$ cat src/rtl/aes_cbc_ictrl.sv
// aes_cbc_ictrl: decrypt-side controller in front of the aes_icipher pipeline.
// Define AES_CBC_EN for CBC chaining. Without it the block runs in ECB mode.
module aes_cbc_ictrl #(
    parameter int OBUF_DEPTH = 16
) (
    input  logic             clk,
    input  logic             rst,
    input  logic [0:15][7:0] IV_in,
    input  logic             IV_load,
    input  logic [0:15][7:0] Cipher_in,
    input  logic             Cipher_valid,
    output logic             Cipher_ready,
    output logic             Enable_out,
    output logic [0:15][7:0] Data_out,
    input  logic [0:15][7:0] Dec_in,
    input  logic             Dec_valid,
    output logic [0:15][7:0] Plain_out,
    output logic             Plain_valid,
    input  logic             Plain_ready,
    output logic             Busy,
    output logic             Overflow
);

    localparam int          AW       = $clog2(OBUF_DEPTH);
    localparam logic [AW:0] CRED_MAX = (AW+1)'(OBUF_DEPTH);
    localparam logic [AW:0] ONE      = (AW+1)'(1);

    typedef logic [0:15][7:0] block_t;

    logic [AW:0] credits;
    logic        accept;
    logic        plain_pop;
    logic        dec_take;
    block_t      plain_data;
    logic        ob_write;
    logic        ob_empty;
    logic        ob_full;
    logic [AW:0] ob_wr_ptr;
    logic [AW:0] ob_rd_ptr;
    block_t      ob_mem [OBUF_DEPTH];

`ifdef AES_CBC_EN
    block_t      chain_reg;
    block_t      cf_mem [OBUF_DEPTH];
    logic [AW:0] cf_wr_ptr;
    logic [AW:0] cf_rd_ptr;
    logic        cf_empty;

    // IV_load blocks acceptance so the chain register has a single writer per cycle.
    assign Cipher_ready = (credits != '0) && !IV_load;
    assign cf_empty     = (cf_wr_ptr == cf_rd_ptr);
    assign dec_take     = Dec_valid && !cf_empty;
    assign plain_data   = Dec_in ^ cf_mem[cf_rd_ptr[AW-1:0]];

    always_ff @(posedge clk) begin
        if (!rst) begin
            chain_reg <= '0;
            cf_wr_ptr <= '0;
            cf_rd_ptr <= '0;
        end else begin
            if (IV_load) begin
                chain_reg <= IV_in;
            end else if (accept) begin
                chain_reg <= Cipher_in;
            end
            if (accept) begin
                cf_wr_ptr <= cf_wr_ptr + ONE;
            end
            if (dec_take) begin
                cf_rd_ptr <= cf_rd_ptr + ONE;
            end
        end
    end

    // Each accepted block queues the chain value it must be XORed with on return.
    always_ff @(posedge clk) begin
        if (accept) begin
            cf_mem[cf_wr_ptr[AW-1:0]] <= chain_reg;
        end
    end
`else
    logic unused_iv;

    assign unused_iv    = ^{IV_in, IV_load};
    assign Cipher_ready = (credits != '0);
    assign dec_take     = Dec_valid;
    assign plain_data   = Dec_in;
`endif

    assign accept      = Cipher_valid && Cipher_ready;
    assign ob_empty    = (ob_wr_ptr == ob_rd_ptr);
    assign ob_full     = (ob_wr_ptr[AW-1:0] == ob_rd_ptr[AW-1:0]) &&
                         (ob_wr_ptr[AW] != ob_rd_ptr[AW]);
    assign plain_pop   = !ob_empty && Plain_ready;
    // A pop frees the head slot at the same edge, so a full buffer can still take a write.
    assign ob_write    = dec_take && (!ob_full || plain_pop);
    assign Plain_valid = !ob_empty;
    assign Plain_out   = ob_empty ? '0 : ob_mem[ob_rd_ptr[AW-1:0]];
    assign Busy        = (credits != CRED_MAX);

    always_ff @(posedge clk) begin
        if (!rst) begin
            Enable_out <= 1'b0;
            Data_out   <= '0;
        end else begin
            Enable_out <= accept;
            if (accept) begin
                Data_out <= Cipher_in;
            end
        end
    end

    always_ff @(posedge clk) begin
        if (!rst) begin
            credits <= CRED_MAX;
        end else begin
            case ({accept, plain_pop})
                2'b10: credits <= credits - ONE;
                2'b01: begin
                    if (credits != CRED_MAX) begin
                        credits <= credits + ONE;
                    end
                end
                default: credits <= credits;
            endcase
        end
    end

    always_ff @(posedge clk) begin
        if (!rst) begin
            ob_wr_ptr <= '0;
            ob_rd_ptr <= '0;
            Overflow  <= 1'b0;
        end else begin
            if (ob_write) begin
                ob_wr_ptr <= ob_wr_ptr + ONE;
            end
            if (plain_pop) begin
                ob_rd_ptr <= ob_rd_ptr + ONE;
            end
            if (Dec_valid && !ob_write) begin
                Overflow <= 1'b1;
            end
        end
    end

    always_ff @(posedge clk) begin
        if (ob_write) begin
            ob_mem[ob_wr_ptr[AW-1:0]] <= plain_data;
        end
    end

endmodule

$ cat config.mk
export PLATFORM = sky130hd
export DESIGN_NAME = aes_cbc_ictrl
export DESIGN_NICKNAME = d
export VERILOG_FILES = /design/src/rtl/aes_cbc_ictrl.sv
export SDC_FILE = /design/constraint.sdc
export NUM_CORES = 2
export LEC_CHECK = 0
export CAP_MARGIN = 10
export CORE_ASPECT_RATIO = 0.75
export CORE_UTILIZATION = 55
export DETAILED_ROUTE_END_ITERATION = 10
export PLACE_DENSITY = 0.76
export SETUP_SLACK_MARGIN = 0.2
export SYNTH_ARGS = -nofsm -noshare
export SYNTH_HDL_FRONTEND = slang
export SYNTH_SLANG_ARGS = --single-unit
$ cat constraint.sdc
create_clock -name clk -period 24.9 [get_ports clk]
set_input_delay 4.98 -clock clk [delete_from_list [all_inputs] [get_ports clk]]
set_output_delay 4.98 -clock clk [all_outputs]
set_load 0.01 [all_outputs]
==> results_dict.tcl <==
set metrics [dict create \
    status "finished clean" \
    track_usage_pct 25.1 \
    area_growth_pct 16.8 \
    fin_crit_sh_pct 48.4 \
    htree_num_levels 4 \
    worstPathRequired_ps 19920 \
    maxCapViolations 0 \
    wl_per_cell_um 29.8 \
    tns_ps 0 \
    final_common_cell "edfxtp_1" \
    postCtsSetupBuffers 0 \
    syn_avg_cell_area_sq_um 22.7 \
    relSlewSlack_pct 15.0 \
    path_cells "buf_12 -> buf_4 -> buf_4 -> buf_4 -> mux4_2 -> mux4_2 -> and2_1 -> clkdlybuf4s50_1" \
    initial_core_util_pct 55.5 \
    yosysWarningCount 0 \
    hold_buffers 0 \
    routed_via_density 6.19 \
    clkSlewWorstSetupHoldPaths_ps 60 \
    crit_fanout 95 \
    grt_pass1_wl_um 277000 \
    antenna_found_initial 32 \
    drtIter0Drc 4375 \
    cts-root-buf "clkbuf_16" \
    synth_flop_cell "edfxtp_1" \
    ir_drop_uv 72.9 \
    std_cell_rows 123 \
    path_buf_inv 5 \
    cts_tree "yes" \
    power_density_nw_per_um2 85.9 \
    setup_violations 0 \
    grt_start_max_net_pins 150 \
    ys_ff_latch 2197 \
    core_area_sq_um 150000 \
    syn_inst 3671 \
    grt_pass1_vias 40724 \
    antenna_left 0 \
    cts_resized 0 \
    yosys.cell_types.count 41 \
    dieArea_sq_um 153000 \
    clkLatencyLatePin_ps 850 \
    final_cell_mix "edfxtp_1 (2048), mux4_2 (640), clkdlybuf4s50_1 (520)" \
    worstMarginPinSlew_ps 1270 \
    hold_class "flop to flop" \
    whs_ps 450 \
    synth-edff-count 2048 \
    p_total_mw 8.37 \
    place_congestion 0.778 \
    syn-num-nets 4070 \
    start_kind "flop" \
    p_leak_nw 30.0 \
    fin_nets 4666 \
    crit_arrival_ps 7080 \
    worstSetupPathType "flop to output pin" \
    clk_path_buf_depth 3 \
    numCtsBuffers 199 \
    crit_path_end_kind "output pin" \
    seq_area_frac_synth_pct 77.3 \
    async_flop_share_pct 0 \
    fin_util_pct 64.9 \
    slowest_delay_ps 960 \
    fmax_mhz 82.9 \
    io_buffers 521 \
    worst_clock_skew_ps 21.5 \
    route.detailed.drc 0 \
    die_y_um 339 \
    synth_area_sq_um 83400 \
    wirelength_um 192000 \
    crit_top_cell "buf_4" \
    clkSinkCount 2197 \
    layout-drive-gt1-share_pct 23.2 \
    drv_slew 0 \
    rsz0062_at_grt "false" \
    first_pass_iters 5 \
    fin_crit_ps 12060 \
    hold_viol_final 0 \
    dpl.hpwl_um 96400 \
    fp.dieW_um 452 \
    ios 651 \
    route.vias.total 39903 \
    slowest_stage "dfxtp_4" \
    crit_family "buffers and inverters" \
    grt_overflow 0 \
]
==> Yosys cell counts (3+ instances only) <==
master / number / area share (%)
a21boi_0: 18 / 0.16
a21boi_1: 110 / 0.99
a21oi_1: 6 / 0.036
and2_1: 135 / 1.0
buf_1: 17 / 0.076
buf_2: 15 / 0.090
buf_4: 34 / 0.31
buf_6: 13 / 0.18
clkbuf_1: 126 / 0.57
dfxtp_1: 149 / 3.6
edfxtp_1: 2048 / 74
ha_1: 8 / 0.12
inv_1: 3 / 0.013
mux2i_1: 9 / 0.11
mux4_2: 640 / 17
nand2_1: 275 / 1.2
nand2b_1: 6 / 0.045
nand4_1: 5 / 0.037
nor2_1: 12 / 0.054
nor2b_1: 4 / 0.030
nor3_1: 4 / 0.024
o211ai_1: 3 / 0.027
xnor2_1: 8 / 0.084
xor2_1: 4 / 0.042
==> metrics by stage <==
stage / setup slack (ps) / cell area [sq um] / cells
2_1_floorplan: 9970 / 83400 / 3671
3_3_place_gp: 13480 / 90900 / 6065
3_5_place_dp: 13390 / 90900 / 6065
4_1_cts: 12460 / 97400 / 6432
5_1_grt: 12160 / 97400 / 6448
6_report: 12840 / 97400 / 6451
==> where the power goes <==
group | internal, mW | leakage (nW) | switching, mW
registers | 4.11 | 19.7 | 0.0450
clock network | 1.69 | 3.13 | 1.33
logic | 0.628 | 7.13 | 0.568
total | 6.43 | 30.0 | 1.95
==> state kept, by name, summed over array words and instances, names as in the netlist, named ones only <==
| signal | cells |
|---|---|
| ob_wr_ptr | 5 |
| ob_rd_ptr | 5 |
| Overflow | 1 |
| credits | 5 |
| Data_out | 128 |
| ob_mem | 2048 |
| Enable_out | 1 |
==> cells by family (layout without fill, tap and decap cells) <==
logic type,after synthesis,in the layout,share of synthesized area (%)
AO/OA/AOI/OAI,149,149,1.33
XOR/XNOR,12,12,0.126
adder cells (fa/ha/maj),9,9,0.144
buffers and inverters,208,970,1.23
flip-flops,2197,2197,77.3
multiplexers,649,649,17.4
other,0,18,0
AND/OR/NAND/NOR,447,447,2.49
==> metal layers <==
metal / up-vias / track usage, % / routed length, um
li1: 16465 / - / -
met1: 21260 / 34.8 / 76000
met2: 1847 / 40.9 / 96000
met3: 307 / 5.02 / 14900
met4: 24 / 7.92 / 4840
met5: - / 0 / 174
==> cell type report <==
class / instances / area, sq um
inverter: 3 / 11.3
antenna: 18 / 45.0
fill: 9604 / 52800
timing repair buffer: 600 / 5880
clock inverter: 125 / 1200
tap: 2000 / 2500
clock buffer: 242 / 5250
multi-input combinational: 1266 / 18000
sequential: 2197 / 64500
==> tightest hold or removal path: cells and delay by family (launching register included) <==
kind,cells,cell delay [ps]
AOI/OAI and AO/OA,1,50
DFF,1,310
and+or+nand+nor,1,50
==> path summary, 6_finish.rpt <==
kind | startpoint | end | slack [ps] | cells past startpoint
worst min register to register | Data_out[3]$_SDFFE_PN0P_ | Data_out[3]$_SDFFE_PN0P_ | 450 | 2
worst min-delay path | Data_out[3]$_SDFFE_PN0P_ | Data_out[3]$_SDFFE_PN0P_ | 450 | 2
worst max-delay path | flop | Plain_out[107] | 12840 | 8
worst max register to register | ob_rd_ptr[4]$_SDFFE_PN0N_ | ob_mem[6][2]$_DFFE_PP_ | 19970 | 7
Note: power is estimated with default switching activity, not from simulation.
